[src/rtl/pipe_run_ctrl.sv]
// Run sequencer and performance monitor for the pipelined MIPS core (reset, run, drain, done).
// Define PIPE_RUN_CTRL_TRACE_EN to build the registered writeback trace port.
module pipe_run_ctrl #(
   parameter int unsigned RST_CYCLES   = 2,
   parameter int unsigned PC_W         = 32,
   parameter int unsigned CNT_W        = 32,
   parameter logic [31:0] HALT_INSTR   = 32'h0000000C,
   parameter int unsigned DRAIN_CYCLES = 4,
   parameter int unsigned LOOP_WINDOW  = 8,
   parameter int unsigned MAX_CYCLES   = 100000
) (
   input  logic              CLK,
   input  logic              RESET,
   input  logic              START,
   input  logic [PC_W-1:0]   PC,
   input  logic              PCWrite,
   input  logic              IF_Flush,
   input  logic [31:0]       IF_Instruction,
   input  logic              WB_Valid,
   input  logic [4:0]        WB_RD,
   input  logic [31:0]       WB_RD_DATA,
   output logic              CORE_RESET,
   output logic              BUSY,
   output logic              DONE,
   output logic              TIMEOUT,
   output logic              LOOP_HALT,
   output logic [CNT_W-1:0]  CYCLES,
   output logic [CNT_W-1:0]  RETIRED,
   output logic [CNT_W-1:0]  STALLS,
   output logic [CNT_W-1:0]  FLUSHES,
   output logic              TRACE_VALID,
   output logic [4:0]        TRACE_RD,
   output logic [31:0]       TRACE_DATA
);

   localparam int unsigned WAIT_MAX = (RST_CYCLES > DRAIN_CYCLES) ? RST_CYCLES : DRAIN_CYCLES;
   localparam int unsigned WAIT_W   = $clog2(WAIT_MAX + 1);
   localparam int unsigned LOOP_W   = $clog2(LOOP_WINDOW + 1);

   typedef enum logic [2:0] {S_IDLE, S_RST, S_RUN, S_DRAIN, S_DONE} state_t;

   state_t              r_state, w_state_nxt;
   logic [WAIT_W-1:0]   r_wait;
   logic [LOOP_W-1:0]   r_loop, w_loop_nxt;
   logic [PC_W-1:0]     r_prev_pc;
   logic [CNT_W-1:0]    r_cycles, r_retired, r_stalls, r_flushes;
   logic                r_to_flag, r_lh_flag;
   logic                r_core_reset, r_busy, r_done, r_timeout, r_loop_halt;
   logic                w_clear, w_set_to, w_set_loop, w_active, w_budget_hit, w_halt;

   function automatic logic [CNT_W-1:0] f_sat_inc(input logic [CNT_W-1:0] v, input logic en);
      return (en && (v != '1)) ? v + CNT_W'(1) : v;
   endfunction

   assign w_active     = (r_state == S_RUN) || (r_state == S_DRAIN);
   assign w_budget_hit = (r_cycles == CNT_W'(MAX_CYCLES - 1));
   assign w_halt       = (IF_Instruction == HALT_INSTR) && PCWrite;
   assign w_loop_nxt   = (PCWrite && (PC == r_prev_pc)) ? r_loop + LOOP_W'(1) : LOOP_W'(1);

   always_comb begin
      w_state_nxt = r_state;
      w_clear     = 1'b0;
      w_set_to    = 1'b0;
      w_set_loop  = 1'b0;
      case (r_state)
         S_IDLE, S_DONE: begin
            if (START) begin
               w_state_nxt = S_RST;
               w_clear     = 1'b1;
            end
         end
         S_RST: begin
            if (r_wait == WAIT_W'(RST_CYCLES - 1)) w_state_nxt = S_RUN;
         end
         S_RUN: begin
            if (w_budget_hit) begin
               w_state_nxt = S_DONE;
               w_set_to    = 1'b1;
            end else if (w_halt) begin
               w_state_nxt = S_DRAIN;
            end else if (w_loop_nxt == LOOP_W'(LOOP_WINDOW)) begin
               w_state_nxt = S_DONE;
               w_set_loop  = 1'b1;
            end
         end
         S_DRAIN: begin
            if (w_budget_hit) begin
               w_state_nxt = S_DONE;
               w_set_to    = 1'b1;
            end else if (r_wait == WAIT_W'(DRAIN_CYCLES - 1)) begin
               w_state_nxt = S_DONE;
            end
         end
         default: w_state_nxt = S_IDLE;
      endcase
   end

   // r_wait restarts on every state change, so it times both RST and DRAIN.
   always_ff @(posedge CLK) begin
      if (!RESET) begin
         r_state   <= S_IDLE;
         r_wait    <= '0;
         r_loop    <= LOOP_W'(1);
         r_prev_pc <= '0;
      end else begin
         r_state   <= w_state_nxt;
         r_wait    <= (w_state_nxt != r_state) ? '0 : r_wait + WAIT_W'(1);
         r_loop    <= (r_state == S_RUN) ? w_loop_nxt : LOOP_W'(1);
         r_prev_pc <= PC;
      end
   end

   always_ff @(posedge CLK) begin
      if (!RESET || w_clear) begin
         r_cycles  <= '0;
         r_retired <= '0;
         r_stalls  <= '0;
         r_flushes <= '0;
         r_to_flag <= 1'b0;
         r_lh_flag <= 1'b0;
      end else begin
         if (w_active) begin
            r_cycles  <= f_sat_inc(r_cycles, 1'b1);
            r_retired <= f_sat_inc(r_retired, WB_Valid);
            r_stalls  <= f_sat_inc(r_stalls, !PCWrite);
            r_flushes <= f_sat_inc(r_flushes, IF_Flush);
         end
         if (w_set_to)   r_to_flag <= 1'b1;
         if (w_set_loop) r_lh_flag <= 1'b1;
      end
   end

   // Status outputs follow the registered state, so they trail a state change by one cycle.
   always_ff @(posedge CLK) begin
      if (!RESET) begin
         r_core_reset <= 1'b1;
         r_busy       <= 1'b0;
         r_done       <= 1'b0;
         r_timeout    <= 1'b0;
         r_loop_halt  <= 1'b0;
      end else begin
         r_core_reset <= (r_state == S_IDLE) || (r_state == S_RST);
         r_busy       <= (r_state == S_RST) || w_active;
         r_done       <= (r_state == S_DONE);
         r_timeout    <= r_to_flag;
         r_loop_halt  <= r_lh_flag;
      end
   end

   assign CORE_RESET = r_core_reset;
   assign BUSY       = r_busy;
   assign DONE       = r_done;
   assign TIMEOUT    = r_timeout;
   assign LOOP_HALT  = r_loop_halt;
   assign CYCLES     = r_cycles;
   assign RETIRED    = r_retired;
   assign STALLS     = r_stalls;
   assign FLUSHES    = r_flushes;

`ifdef PIPE_RUN_CTRL_TRACE_EN
   logic        r_trace_valid;
   logic [4:0]  r_trace_rd;
   logic [31:0] r_trace_data;

   always_ff @(posedge CLK) begin
      if (!RESET) begin
         r_trace_valid <= 1'b0;
         r_trace_rd    <= '0;
         r_trace_data  <= '0;
      end else if (w_active && WB_Valid && (WB_RD != 5'd0)) begin
         r_trace_valid <= 1'b1;
         r_trace_rd    <= WB_RD;
         r_trace_data  <= WB_RD_DATA;
      end else begin
         r_trace_valid <= 1'b0;
         r_trace_rd    <= '0;
         r_trace_data  <= '0;
      end
   end

   assign TRACE_VALID = r_trace_valid;
   assign TRACE_RD    = r_trace_rd;
   assign TRACE_DATA  = r_trace_data;
`else
   logic w_unused_trace;
   assign w_unused_trace = ^{WB_RD, WB_RD_DATA};
   assign TRACE_VALID    = 1'b0;
   assign TRACE_RD       = '0;
   assign TRACE_DATA     = '0;
`endif

endmodule

[config.mk]
export PLATFORM = sky130hd
export DESIGN_NAME = pipe_run_ctrl
export DESIGN_NICKNAME = d
export VERILOG_FILES = /design/src/rtl/pipe_run_ctrl.sv
export SDC_FILE = /design/constraint.sdc
export NUM_CORES = 1
export LEC_CHECK = 0
export BUFFER_PORTS_ARGS = -buffer_cell sky130_fd_sc_hd__buf_2
export CAP_MARGIN = 0
export CORE_UTILIZATION = 52
export CTS_CLUSTER_DIAMETER = 200
export DETAILED_ROUTE_END_ITERATION = 16
export GPL_TIMING_DRIVEN = 1
export PLACE_DENSITY = 0.81
export SETUP_SLACK_MARGIN = 0.15
export SYNTH_ARGS = -nofsm -noshare
export SYNTH_HDL_FRONTEND = slang
export SYNTH_SLANG_ARGS = --single-unit
[constraint.sdc]
create_clock -name CLK -period 2.9 [get_ports CLK]
set_input_delay 0.29 -clock CLK [delete_from_list [all_inputs] [get_ports CLK]]
set_output_delay 0.29 -clock CLK [all_outputs]
set_load 0.01 [all_outputs]
Word level (Yosys, flattened, before mapping)
Index checks and enable logic that the tools add are counted.
{"block": "totals", "reg_bits": 177, "output_inout_bits": 171, "word_cells": 74}
{"block": "classes", "n_addsub": 6, "n_eq_ne": 15, "muxes": 17, "n_bitwise": 1, "reduce_logical": 20}
{"cell": "32-bit by 1-bit adder with 32-bit output (second input constant)", "count": 4}
{"cell": "32-bit != test (second input constant)", "count": 4}
{"cell": "32-bit by 17-bit equality test with 1-bit output (second input constant)", "count": 1}
{"cell": "32-bit equality test", "count": 1}
{"cell": "32-bit by 4-bit equality test with 1-bit output (second input constant)", "count": 1}
{"cell": "3-bit 2-to-1 mux", "count": 7}
{"cell": "3-bit case mux with 4 select lines", "count": 1}
{"cell": "2-bit AND reduction", "count": 5}
{"cell": "3-bit by 2-bit equality test with 1-bit output (second input constant)", "count": 3}
{"cell": "1-bit 2-to-1 mux", "count": 8}
{"cell": "3-bit by 1-bit equality test with 1-bit output (second input constant)", "count": 2}
{"cell": "2-bit OR reduction", "count": 3}
{"cell": "1-bit logical AND", "count": 5}
{"cell": "4-bit by 1-bit adder with 4-bit output (second input constant)", "count": 1}
{"cell": "4-bit equality test (second input constant)", "count": 1}
{"cell": "1-bit logical OR", "count": 4}
{"cell": "4-bit 2-to-1 mux", "count": 1}
{"cell": "3-bit by 1-bit adder with 3-bit output (second input constant)", "count": 1}
{"cell": "3-bit equality test (second input constant)", "count": 1}
{"cell": "3-bit zero test", "count": 1}
{"cell": "3-bit != test", "count": 1}
{"cell": "1-bit zero test", "count": 2}
{"cell": "1-bit inverter", "count": 1}

Logic depth before layout (Yosys ltp)
{"block": "depth", "depth_word": 10, "ltp_mapped": 9, "ltp_nobuf": 8}

Worst setup path before layout
No wires, ideal clock.
{"block": "synth_timing", "path_kind": "register -> register", "from": "register r_stalls[3] (netlist: STALLS[3])", "to": "register r_stalls[5] (netlist: STALLS[5])", "setup_ns": 0.128, "t_arrival_ns": 1.987, "setup_slack_ns": 0.785, "path_stages_with_launch": 8, "n_path_buf": 1, "path_cell_list": "dfxtp_1 > nand4_1 > or4_4 > o31ai_4 > buf_6 > nor3_1 > xnor2_1 > nor2_1"}
{"block": "synth_via", "elab_chain_len": 3, "elab_cells_between_ends": 4, "cone_classes": "add/sub: 1; eq/ne: 1; reduce/logical: 2"}
{"element": "from (decl)", "line_no": "46", "source": "logic [CNT_W-1:0] r_cycles, r_retired, r_stalls, r_flushes;"}
{"element": "from (signal assigned)", "line_no": "125", "source": "r_stalls <= f_sat_inc(r_stalls, !PCWrite);"}
{"element": "branches (longest 3 deep; another with 32-bit by 1-bit adder with 32-bit output)"}
Several ways; the timed one is not identified.
A chain may end at the register's enable or synchronous reset.

Worst setup path after layout
{"block": "layout_timing", "from": "register r_retired[21] (netlist: RETIRED[21])", "to": "register r_retired[5] (netlist: RETIRED[5])"}
{"block": "layout_via", "elab_chain_len": 3}
{"element": "from (decl)", "line_no": "46"}
{"element": "from (signal assigned)", "line_no": "124", "source": "r_retired <= f_sat_inc(r_retired, WB_Valid);"}
{"element": "32-bit != test", "line_no": "52", "source": "return (en && (v != '1)) ? v + CNT_W'(1) : v;"}
{"element": "1-bit logical AND", "line_no": "52"}
{"element": "2-bit AND reduction (no line)"}
No other way between the ends.

==> results by group <==
STA
  – Fin. max-slew vios: 0
  – Setup ws final: 356 ps
  – Hold_ws: 84.0 ps
  – Setup Skew: 10.8 ps
  – Final Hold Viols: 0
  – RSZ-0062 raised after global routing: false
  – Worst-margin pin slew: 745 ps
  – Normalized max-slew margin: 0.501
  – TNS Setup: 0 ps
  – Final min period: 2540 ps
  – Maximum clock frequency: 393 MHz
  – Finish-stage setup viols: 0
  – Final Cycle Share: 0.877

Synth
  – Post-Syn Area: 8760 µm²
  – Top cells by area, synth: dfxtp_1 40%, xnor2_1 8.3%, nor2_1 5.9%, xor2_1 5.5%, nand3_1 3.7%
  – Primary FF master, synth: dfxtp_1
  – Synth warn: 0
  – Syn Area/Cell: 8.58 µm²
  – Synth Instances: 1022
  – Seq/Total Area, Yosys: 0.404
  – Yosys top cell by area: dfxtp_1
  – Number of synthesized flops with an enable pin: 0
  – #FFs+latches synth: 177
  – Synth top cells by count: 177 x dfxtp_1, 138 x nor2_1, 83 x xnor2_1
  – Most frequent cell after synthesis: dfxtp_1
  – Post-synth top area share: 0.404
  – Post-synth cell types: 59
  – Async set-reset flop share out of synthesis: 0

Place
  – Final HPWL DP: 15000 µm
  – Pre-CTS setup slack: 422 ps
  – Final estimated routing congestion in global placement: 0.874
  – I/O Buffers: 202

Die
  – Die X: 132 µm
  – IO Pins: 278
  – Initial Utilization: 0.530
  – Core box area: 16500 µm²
  – Die area: 17400 µm²
  – Die Y-Extent: 132 µm
  – # rows: 47

Flow run
  – Max cap viols: 0

Routing
  – Detailed-route wire length: 20800 µm
  – DR WL/cell: 14.4 µm
  – DRT antenna net count: 0
  – Vias per std cell: 5.49
  – Met2 WL: 10300 µm
  – Routed wl met3: 1350 µm
  – Top Metal Used: met4
  – Via Count: 7940
  – First DRT Iteration DRCs: 665
  – Met1 WL: 8750 µm
  – Drt first pass iters: 5
  – Residual DRC count: 0

Worst setup path
  – Type of the worst setup path: register to register
  – Critical path capture point type: register
  – R2R depth: 7
  – Crit path launch type: register
  – CP Depth: 7
  – CP Max Fanout: 11
  – Buf/Inv on CP: 1
  – Worst-path cell chain: nand4_1, or4_4, nor4_4, buf_4, nor3_1, xnor2_1, nor2_1
  – Crit path required time: 3200 ps
  – Crit path max-delay family: simple AND/OR/NAND/NOR gates
  – Largest stage delay, worst path: 620 ps
  – WP data arrival: 2850 ps
  – Crit path from: RETIRED[21]$_SDFFE_PP0P_
  – Slowest stage cell, crit path: nor4_4
  – Worst R2R Start: RETIRED[21]$_SDFFE_PP0P_

GRT
  – Vias in the first global route: 7147
  – Initial antenna violation count: 0
  – Largest net degree at the start of global routing: 58
  – GRT Resource Usage Total: 0.239
  – First-pass GRT wire length: 34000 µm
  – Global route overflow: 0

Layout
  – Proportion of layout cells with a drive suffix above 1: 0.218
  – Nets: 1331
  – Post-route core utilization: 0.630
  – Area grow syn2layout: 18.8%
  – Filler Cells Inserted: 1417
  – Diode count: 0

CTS
  – CTS tree: built
  – # hold bufs at CTS: 0
  – Clock buffer depth: 2
  – Clk Tree Root Cell: clkbuf_16
  – Worst skew pair latency: 420 ps
  – Inserted Clock Buffers: 17
  – Setup Buffers After CTS: 0
  – # clock sinks: 177
  – # resized after CTS: 0
  – Clk slew on worst S/H paths: 60 ps
  – Htree depth: 4

Worst hold path
  – Hold Startpoint: START
  – HP Class: input port to register
  – Worst Hold Path Cells: 2

Power and ir drop
  – Pwr per Cell Area: 493 nW/µm²
  – Worst VDD drop: 0.000421 V
  – Leakage: 4.13 nW

Outcome
  – Status: completed
metal layers:
metal / up-vias / global-route usage
li1: 3884 / -
met1: 3710 / 0.295
met5: - / 0
met3: 37 / 0.0492
met4: 0 / 0.0924
met2: 309 / 0.408
area by class of cell:
type | instances | area, µm² | share of cell area
Clock buffer | 19 | 453 | 0.0435
Tap cell | 220 | 275 | 0.0264
Inverter | 21 | 78.8 | 0.00757
Clock inverter | 11 | 133 | 0.0127
Multi-Input combinational cell | 783 | 4800 | 0.461
Timing Repair Buffer | 216 | 1130 | 0.108
Sequential cell | 177 | 3540 | 0.340
cell families after synthesis:
group / count (synthesis) / synth area share
other: 1 / 0.000428
adders and majority gates: 8 / 0.0114
and+or+nand+nor: 533 / 0.333
DFF: 177 / 0.404
AOI/OAI and AO/OA: 63 / 0.0448
buffers and inverters: 99 / 0.0645
muxes: 3 / 0.00343
xor gates and xnor gates: 138 / 0.138
through the flow:
| step | power (mW) | instance area, µm² | instances |
|---|---|---|---|
| 4_1_cts | 5.19 | 10400 | 1447 |
| 6_report | 5.13 | 10400 | 1447 |
| 5_1_grt | 5.32 | 10400 | 1447 |
| 3_3_place_gp | 2.90 | 9830 | 1417 |
| 2_1_floorplan | 2.82 | 8900 | 1059 |
| 3_5_place_dp | 2.91 | 9830 | 1417 |
registers in the layout, summed over array words and instances (netlist names):
register and count:
BUSY 1, CORE_RESET 1, CYCLES 32, DONE 1, FLUSHES 32, LOOP_HALT 1
RETIRED 32, STALLS 32, TIMEOUT 1, r_lh_flag 1, r_loop 4, r_prev_pc 32
r_state 3, r_to_flag 1, r_wait 3
worst reg2reg max path, stage by stage, from the launching register on:
cell and delay, ps:
dfxtp_1 420, nand4_1 220, or4_4 600, nor4_4 630, buf_4 280, nor3_1 80
xnor2_1 150, nor2_1 60
final timing paths:
check,endpoint,slack (ps)
worst max-delay path,RETIRED[5]$_SDFFE_PP0P_,360
worst min-delay path,r_state[2]$_SDFF_PN0_,80
worst max register to register,RETIRED[5]$_SDFFE_PP0P_,360
worst min register to register,r_loop[0]$_SDFF_PN1_,450
report_power, final:
group          internal [mW]  total [mW]  switching, mW
Sequential              2.47        2.50         0.0294
Combinational          0.130       0.358          0.228
Clock                   1.31        2.27          0.962
cells in the final DEF, fill, tap and decap left out, types with 5 or more instances in the layout:
| cell | instances |
|---|---|
| buf_4 | 13 |
| nor4_4 | 5 |
| inv_1 | 21 |
| and4_1 | 14 |
| dfxtp_1 | 177 |
| or3_1 | 15 |
| nand4_1 | 34 |
| or4_1 | 7 |
| nand2_1 | 61 |
| nor4b_1 | 5 |
| nand3_1 | 64 |
| o21ai_0 | 19 |
| xnor2_1 | 83 |
| and2_1 | 38 |
| nor4_1 | 50 |
| conb_1 | 38 |
| nor2_1 | 138 |
| xor2_1 | 55 |
| clkbuf_16 | 17 |
| and3_1 | 16 |
| nor3b_1 | 7 |
| a21oi_1 | 20 |
| ha_1 | 8 |
| buf_2 | 202 |
| nor3_1 | 46 |
| nand2b_1 | 5 |
No activity file was read; power rests on OpenSTA's default activity.
